<file path="config.mk">
export PLATFORM = sky130hd
export DESIGN_NAME = axis_display_sequencer_flat
export DESIGN_NICKNAME = d
export VERILOG_FILES = /design/src/rtl/disp_seq_pkg.sv /design/src/rtl/axis_display_sequencer_if.sv /design/src/rtl/btn_debounce.sv /design/src/rtl/axis_display_sequencer.sv /design/src/flat_wrapper.sv
export SDC_FILE = /design/constraint.sdc
export NUM_CORES = 1
export LEC_CHECK = 0
export CAP_MARGIN = 20
export CELL_PAD_IN_SITES_DETAIL_PLACEMENT = 1
export CELL_PAD_IN_SITES_GLOBAL_PLACEMENT = 1
export CORE_MARGIN = 2
export CORE_UTILIZATION = 38
export DETAILED_ROUTE_END_ITERATION = 12
export PLACE_DENSITY_LB_ADDON = 0.1
export SLEW_MARGIN = 0
export SYNTH_ARGS = -nofsm -noshare
export SYNTH_HDL_FRONTEND = slang
export SYNTH_HIERARCHICAL = 1
export SYNTH_SLANG_ARGS = --single-unit
</file>
<file path="constraint.sdc">
create_clock -name clk -period 2 [get_ports clk]
set_input_delay 0.2 -clock clk [delete_from_list [all_inputs] [get_ports clk]]
set_output_delay 0.2 -clock clk [all_outputs]
set_load 0.01 [all_outputs]
</file>
<file path="src/rtl/disp_seq_pkg.sv">
// Shared encodings for the axis display path.
//   SEL_X/SEL_Y/SEL_Z/SEL_T : 2-bit data-select codes seen by the display mux
//   state_t                 : sequencer states, encoded so the state equals its select code
//   axis_words_t            : one coherent set of displayed words
// Optional feature macro: AXIS_SEQ_TEMP_EN (adds the temperature word and state S_T).
package disp_seq_pkg;

  localparam logic [1:0] SEL_X = 2'b00;
  localparam logic [1:0] SEL_Y = 2'b01;
  localparam logic [1:0] SEL_Z = 2'b10;
  localparam logic [1:0] SEL_T = 2'b11;

  typedef enum logic [1:0] {
    S_X = SEL_X,
    S_Y = SEL_Y,
    S_Z = SEL_Z,
    S_T = SEL_T
  } state_t;

  typedef struct packed {
    logic [15:0] x;
    logic [15:0] y;
    logic [15:0] z;
`ifdef AXIS_SEQ_TEMP_EN
    logic [15:0] t;
`endif
  } axis_words_t;

  function automatic state_t next_state(input state_t s);
    case (s)
      S_X:     return S_Y;
      S_Y:     return S_Z;
`ifdef AXIS_SEQ_TEMP_EN
      S_Z:     return S_T;
`else
      S_Z:     return S_X;
`endif
      default: return S_X;
    endcase
  endfunction

  function automatic logic [1:0] sel_of(input state_t s);
    case (s)
      S_X:     return SEL_X;
      S_Y:     return SEL_Y;
      S_Z:     return SEL_Z;
      default: return SEL_T;
    endcase
  endfunction

endpackage

</file>
<file path="src/rtl/axis_display_sequencer_if.sv">
// Gyro sample bus feeding the display sequencer.
//   x_in/y_in/z_in : raw axis words
//   temp_in        : raw temperature word (only with AXIS_SEQ_TEMP_EN)
//   data_valid     : 1-cycle strobe, words valid this cycle
// master = gyro interface side (drives), slave = sequencer side (samples).
interface axis_display_sequencer_if;
  logic [15:0] x_in;
  logic [15:0] y_in;
  logic [15:0] z_in;
  logic        data_valid;
`ifdef AXIS_SEQ_TEMP_EN
  logic [15:0] temp_in;

  modport master (output x_in, y_in, z_in, temp_in, data_valid);
  modport slave  (input  x_in, y_in, z_in, temp_in, data_valid);
`else
  modport master (output x_in, y_in, z_in, data_valid);
  modport slave  (input  x_in, y_in, z_in, data_valid);
`endif
endinterface

</file>
<file path="src/rtl/btn_debounce.sv">
// Push-button conditioner: 2-flop synchronizer, level debouncer and rising-edge
// detector.
//   clk, rst (sync, active-low) ; btn_raw : asynchronous button, active-high
//   btn_evt : registered 1-cycle pulse when the debounced level rises
// The new level is accepted after DB_CYCLES consecutive samples that differ
// from the current stable level; any agreeing sample restarts the count.
module btn_debounce #(
  parameter int unsigned DB_CYCLES = 2_000_000
) (
  input  logic clk,
  input  logic rst,
  input  logic btn_raw,
  output logic btn_evt
);

  localparam int unsigned CW = (DB_CYCLES > 1) ? $clog2(DB_CYCLES) : 1;
  localparam logic [CW-1:0] CNT_LAST = CW'(DB_CYCLES - 1);

  logic          sync1_q, sync2_q;
  logic          stable_q, stable_d;
  logic [CW-1:0] cnt_q, cnt_d;
  logic          evt_q, evt_d;

  always_comb begin
    stable_d = stable_q;
    cnt_d    = '0;
    if (sync2_q != stable_q) begin
      if (cnt_q == CNT_LAST) begin
        stable_d = sync2_q;
      end else begin
        cnt_d = cnt_q + 1'b1;
      end
    end
    evt_d = stable_d & ~stable_q;
  end

  always_ff @(posedge clk) begin
    if (!rst) begin
      sync1_q  <= 1'b0;
      sync2_q  <= 1'b0;
      stable_q <= 1'b0;
      cnt_q    <= '0;
      evt_q    <= 1'b0;
    end else begin
      sync1_q  <= btn_raw;
      sync2_q  <= sync1_q;
      stable_q <= stable_d;
      cnt_q    <= cnt_d;
      evt_q    <= evt_d;
    end
  end

  assign btn_evt = evt_q;

endmodule

</file>
<file path="src/rtl/axis_display_sequencer.sv">
// Axis display sequencer: steps the display select X->Y->Z->X (->T with
// AXIS_SEQ_TEMP_EN) on a dwell timer or on a debounced button, and publishes
// rate-limited, coherent snapshots of the gyro words.
//   clk, rst (sync, active-low)
//   btn_next  : raw push-button        mode_auto : 1 = dwell stepping
//   hold      : freeze displayed words (select still steps)
//   gyro      : sample bus (slave modport)
//   sel       : display select        x/y/z_axis : displayed words
//   temp_data : displayed temperature (only with AXIS_SEQ_TEMP_EN)
//   step_pulse: 1-cycle pulse, high in the first cycle sel shows its new value
module axis_display_sequencer
  import disp_seq_pkg::*;
#(
  parameter int unsigned DWELL_CYCLES = 200_000_000,
  parameter int unsigned DB_CYCLES    = 2_000_000,
  parameter int unsigned UPD_CYCLES   = 25_000_000
) (
  input  logic                     clk,
  input  logic                     rst,
  input  logic                     btn_next,
  input  logic                     mode_auto,
  input  logic                     hold,
  axis_display_sequencer_if.slave  gyro,
  output logic [1:0]               sel,
  output logic [15:0]              x_axis,
  output logic [15:0]              y_axis,
  output logic [15:0]              z_axis,
`ifdef AXIS_SEQ_TEMP_EN
  output logic [15:0]              temp_data,
`endif
  output logic                     step_pulse
);

  localparam int unsigned DWELL_W = (DWELL_CYCLES > 1) ? $clog2(DWELL_CYCLES) : 1;
  localparam int unsigned UPD_W   = (UPD_CYCLES > 1) ? $clog2(UPD_CYCLES) : 1;
  localparam logic [DWELL_W-1:0] DWELL_LAST = DWELL_W'(DWELL_CYCLES - 1);
  localparam logic [UPD_W-1:0]   UPD_LAST   = UPD_W'(UPD_CYCLES - 1);

  logic btn_evt;

  btn_debounce #(
    .DB_CYCLES(DB_CYCLES)
  ) u_btn_debounce (
    .clk    (clk),
    .rst    (rst),
    .btn_raw(btn_next),
    .btn_evt(btn_evt)
  );

  state_t             state_q, state_d;
  logic [1:0]         sel_q, sel_d;
  logic               step_pulse_q, step_pulse_d;
  logic [DWELL_W-1:0] dwell_q, dwell_d;
  logic [UPD_W-1:0]   upd_q, upd_d;
  logic               pending_q, pending_d;
  axis_words_t        shadow_q, shadow_d;
  axis_words_t        disp_q, disp_d;
  logic               adv;
  logic               upd_tick;

  always_comb begin
    // In auto mode the button is ignored, so a coincident btn_evt cannot
    // produce a second advance.
    adv = mode_auto ? (dwell_q == DWELL_LAST) : btn_evt;

    state_d = state_q;
    if (adv) begin
      state_d = next_state(state_q);
    end
    sel_d        = sel_of(state_d);
    step_pulse_d = adv;

    // Held at 0 in manual mode so entering auto mode starts a full dwell.
    dwell_d = (!mode_auto || adv) ? '0 : dwell_q + 1'b1;

    upd_tick = (upd_q == UPD_LAST);
    upd_d    = upd_tick ? '0 : upd_q + 1'b1;

    disp_d    = disp_q;
    shadow_d  = shadow_q;
    pending_d = pending_q;
    if (upd_tick && pending_q && !hold) begin
      disp_d    = shadow_q;
      pending_d = 1'b0;
    end
    // A sample arriving on the copy cycle lands in the shadow after the copy
    // took the old one, and keeps pending set for the next tick.
    if (gyro.data_valid) begin
      shadow_d.x = gyro.x_in;
      shadow_d.y = gyro.y_in;
      shadow_d.z = gyro.z_in;
`ifdef AXIS_SEQ_TEMP_EN
      shadow_d.t = gyro.temp_in;
`endif
      pending_d  = 1'b1;
    end
  end

  always_ff @(posedge clk) begin
    if (!rst) begin
      state_q      <= S_X;
      sel_q        <= SEL_X;
      step_pulse_q <= 1'b0;
      dwell_q      <= '0;
      upd_q        <= '0;
      pending_q    <= 1'b0;
      shadow_q     <= '0;
      disp_q       <= '0;
    end else begin
      state_q      <= state_d;
      sel_q        <= sel_d;
      step_pulse_q <= step_pulse_d;
      dwell_q      <= dwell_d;
      upd_q        <= upd_d;
      pending_q    <= pending_d;
      shadow_q     <= shadow_d;
      disp_q       <= disp_d;
    end
  end

  assign sel        = sel_q;
  assign step_pulse = step_pulse_q;
  assign x_axis     = disp_q.x;
  assign y_axis     = disp_q.y;
  assign z_axis     = disp_q.z;
`ifdef AXIS_SEQ_TEMP_EN
  assign temp_data  = disp_q.t;
`endif

endmodule

</file>
<file path="src/flat_wrapper.sv">
// flat-port wrapper written by rule: the top's interface ports become plain ports
module axis_display_sequencer_flat import disp_seq_pkg::*;
#(
  parameter int unsigned DWELL_CYCLES = 200_000_000,
  parameter int unsigned DB_CYCLES    = 2_000_000,
  parameter int unsigned UPD_CYCLES   = 25_000_000
)
  (clk, rst, btn_next, mode_auto, hold, sel, x_axis, y_axis, z_axis, step_pulse, gyro_x_in, gyro_y_in, gyro_z_in, gyro_data_valid);
  axis_display_sequencer_if gyro_i ();
  input  logic clk;
  input  logic rst;
  input  logic btn_next;
  input  logic mode_auto;
  input  logic hold;
  output logic [1:0] sel;
  output logic [15:0] x_axis;
  output logic [15:0] y_axis;
  output logic [15:0] z_axis;
  output logic step_pulse;
  input wire logic [$bits(gyro_i.x_in)-1:0] gyro_x_in;
  input wire logic [$bits(gyro_i.y_in)-1:0] gyro_y_in;
  input wire logic [$bits(gyro_i.z_in)-1:0] gyro_z_in;
  input wire logic [$bits(gyro_i.data_valid)-1:0] gyro_data_valid;
  assign gyro_i.x_in = gyro_x_in;
  assign gyro_i.y_in = gyro_y_in;
  assign gyro_i.z_in = gyro_z_in;
  assign gyro_i.data_valid = gyro_data_valid;
  axis_display_sequencer #(.DWELL_CYCLES(DWELL_CYCLES), .DB_CYCLES(DB_CYCLES), .UPD_CYCLES(UPD_CYCLES)) u_core (.clk(clk), .rst(rst), .btn_next(btn_next), .mode_auto(mode_auto), .hold(hold), .gyro(gyro_i), .sel(sel), .x_axis(x_axis), .y_axis(y_axis), .z_axis(z_axis), .step_pulse(step_pulse));
endmodule
</file>
==> results_dict.tcl <==
set metrics [dict create \
    antennaDiodeCount 0 \
    hpwl_mm 14.7 \
    status "finished with violations" \
    port_buffers 104 \
    h-tree-depth 4 \
    coreArea_mm2 0.0195 \
    crit_end "u_core/upd_q[22]" \
    drive_above_1_share_pct 18.9 \
    die_h_um 145 \
    grt_max_degree 55 \
    hold_viol 0 \
    rows 51 \
    layout_common_cells "dfxtp_1 (170), clkdlybuf4s50_1 (103), nor2_1 (93)" \
    drt_iter0_drc 318 \
    powerDensity_mw_per_mm2 729 \
    gr-max-usage-layer "met2" \
    clkSinkCount 179 \
    grt_pass1_vias 7009 \
    routedWlPerCell_um 18.3 \
    start_kind "register" \
    syn_avg_cell_area_um2 9.14 \
    cp.depth 6 \
    gr-usage-met2_pct 37.8 \
    tns_ns -9.16 \
    crit_path_max_fanout 6 \
    dp_cells 1186 \
    syn-num-nets 880 \
    fin_cells 1225 \
    ys_warn_count 6 \
    path_cells "or4b_4 -> or4_4 -> o31ai_4 -> buf_6 -> clkbuf_16 -> a21oi_2" \
    vias 6829 \
    area.growth.synth_to_final_pct 35.7 \
    ant_nets 0 \
    crit_path_start "u_core/upd_q[9]" \
    grt_pass1_wl_mm 35.6 \
    fmax_mhz 457 \
    dieArea_mm2 0.0209 \
    wirelength_mm 22.4 \
    ff2ff_path_depth 6 \
    finalWorstSetupSlack_ns -0.190 \
    slew-limit-headroom_pct 61.0 \
    cts_root_buffer "clkbuf_16" \
    die_w_um 145 \
    worstReg2RegStart "u_core/upd_q[9]" \
    syn_area_mm2 0.00752 \
    cts_tree "done" \
    place_ws_ns -0.432 \
    numCtsBuffers 17 \
    max-clock-path-buffers 2 \
    fin_crit_ns 2.19 \
    initial_core_util_pct 38.6 \
    ff2ff_setup_slack_ns -0.19 \
    grt_util_all_layers_pct 21.3 \
    seq_area_mm2 0.00359 \
    final_common_cell "dfxtp_1" \
    overflow 0 \
    grt_util_met1_pct 27.0 \
    fill_cells 2147 \
    rr_endpoint "u_core/upd_q[22]" \
    ys_ff_latch 179 \
    firstDrtPassIters 4 \
    hold_class "input pin to register" \
    detail_route.vias_per_cell 5.57 \
    crit_path_end_kind "register" \
    antenna_found_initial 0 \
    slew_violations 0 \
    clk_latency_ns 0.43 \
    ioPinCount 105 \
    path_clk_slew_ns 0.07 \
    path_delay_family "simple AND/OR/NAND/NOR gates" \
    gp_congestion 0.816 \
    multi_input_area_mm2 0.00396 \
    grt_util_met3_pct 4.31 \
    drc 0 \
    ys_seq_area_share_pct 47.6 \
    worst_pin_slew_ns 0.585 \
    cap_viol_max_count 0 \
    crit_required_ns 2.30 \
    grt_setup_unrepaired "true" \
    min_period_over_period_pct 109 \
    setup_viol 74 \
    power_leakage_nw 3.44 \
    violations "setup timing" \
    syn_inst 823 \
    cp.arrival_ns 2.49 \
    fin_nets 1004 \
    crit_buf_inv 2 \
    max_stage_delay_ns 0.62 \
    path_class "register to register" \
    skew_ns 0.0108 \
    crit_path_top_delay_cell "or4_4" \
    vdd_drop_max_mv 0.567 \
    ys_types 51 \
]
==> registers in the layout, indices dropped and copies added (netlist names), 2 cells and up <==
| register | count |
|---|---|
| u_core/dwell_q | 28 |
| u_core/shadow_q | 48 |
| u_core/state_q | 2 |
| u_core/u_btn_debounce/cnt_q | 21 |
| u_core/upd_q | 25 |
| u_core/x_axis | 16 |
| u_core/y_axis | 16 |
| u_core/z_axis | 16 |
==> cell type report <==
class	count	area share, %
Sequential cell	179	35.2
Multi-Input combinational cell	571	38.8
Clock inverter	13	1.56
Tap cell	265	3.25
Clock buffer	19	4.24
Timing Repair Buffer	168	16.6
Inverter	10	0.368
==> cells in the mapped netlist (all sizes together) <==
| cell type | instances | area (um^2) |
|---|---|---|
| nand3b | 1 | 7.51 |
| or4 | 20 | 154 |
| a31oi | 2 | 12.5 |
| o31ai | 63 | 492 |
| nor2 | 102 | 383 |
| o41ai | 1 | 8.76 |
| mux2i | 51 | 510 |
| nor3 | 10 | 50.1 |
| nand4 | 70 | 459 |
| and2 | 3 | 18.8 |
| o21ai | 11 | 55.1 |
| inv | 10 | 37.5 |
| and4b | 1 | 10.0 |
| a21o | 1 | 7.51 |
| nand2b | 1 | 6.26 |
| xor2 | 18 | 158 |
| or4b | 3 | 30.0 |
| or3 | 13 | 81.3 |
| o211ai | 1 | 7.51 |
| o21a | 1 | 7.51 |
| xnor2 | 23 | 201 |
| nor3b | 1 | 7.51 |
| nand4b | 1 | 8.76 |
| o22ai | 2 | 12.5 |
| a311oi | 1 | 8.76 |
| nand3 | 32 | 160 |
| and3 | 5 | 32.5 |
| a21boi | 1 | 7.51 |
| o31a | 1 | 8.76 |
| ha | 3 | 37.5 |
| a21oi | 75 | 375 |
| dfxtp | 179 | 3580 |
| nand2 | 26 | 97.6 |
| nor2b | 3 | 18.8 |
| and4 | 13 | 115 |
| buf | 19 | 109 |
| nor4 | 8 | 50.1 |
| nor4b | 3 | 26.3 |
| clkbuf | 44 | 165 |
==> worst min path at each step <==
stage / from / endpoint / slack, ns / depth (start not counted)
CTS: btn_next / u_core/u_btn_debounce/sync1_q / 0.35 / 2
floorplan: rst / u_core/u_btn_debounce/sync1_q / 0.32 / 1
finish: btn_next / u_core/u_btn_debounce/sync1_q / 0.36 / 2
detailed placement: u_core/u_btn_debounce/sync1_q / u_core/u_btn_debounce/sync2_q / 0.43 / 1
global route: btn_next / u_core/u_btn_debounce/sync1_q / 0.35 / 2
global placement: u_core/u_btn_debounce/sync1_q / u_core/u_btn_debounce/sync2_q / 0.44 / 1
==> stage by stage <==
step | power (mW) | util [%] | hold slack, ns | instance area (um^2)
after floorplan | 3.92 | - | 0.322 | 7540
after global placement | 4.10 | 47.2 | 0.435 | 9200
after detailed placement | 4.11 | 47.2 | 0.430 | 9200
after CTS | 7.50 | 51.6 | 0.346 | 10000
after global routing | 7.73 | 52.4 | 0.346 | 10200
final | 7.44 | 52.4 | 0.359 | 10200
==> routing by layer <==
metal,part of all wire [%],wire length [um]
met4,0.85,191
met5,0,0
met1,44,9890
met3,3.3,744
met2,52,11600
==> worst register-to-register path, delay by kind of cell (launching register included) <==
family                 cells  cell delay [ns]
and+or+nand+nor            2             1.16
AOI/OAI and AO/OA          2             0.29
DFF                        1             0.32
buffers and inverters      2             0.31
==> kinds of logic (layout without fill, tap and decap cells) <==
| family | count (synthesis) | after routing | synth area share [%] |
|---|---|---|---|
| and+or+nand+nor | 316 | 316 | 22.8 |
| muxes | 51 | 51 | 6.79 |
| AOI/OAI and AO/OA | 160 | 160 | 13.3 |
| xor gates and xnor gates | 41 | 41 | 4.77 |
| adders and majority gates | 3 | 3 | 0.499 |
| DFF | 179 | 179 | 47.6 |
| buffers and inverters | 73 | 210 | 4.14 |
==> power by group <==
part	internal, mW	switching (mW)	total, mW
Clock	1.97	1.41	3.38
Combinational	0.203	0.185	0.388
Sequential	3.63	0.0409	3.67
Total	5.80	1.64	7.44
==> what timing repair did <==
item | in CTS | in global routing
setup buffers | 3 | 1
endpoints found under the setup margin | 74 | 85
endpoints found under the hold margin | 0 | 0
gates resized for setup | 44 | 30
pin swaps | 1 | 8
gates cloned | 1 | 2
hold buffers | 0 | 0
Power figures use the tool's default switching activity.
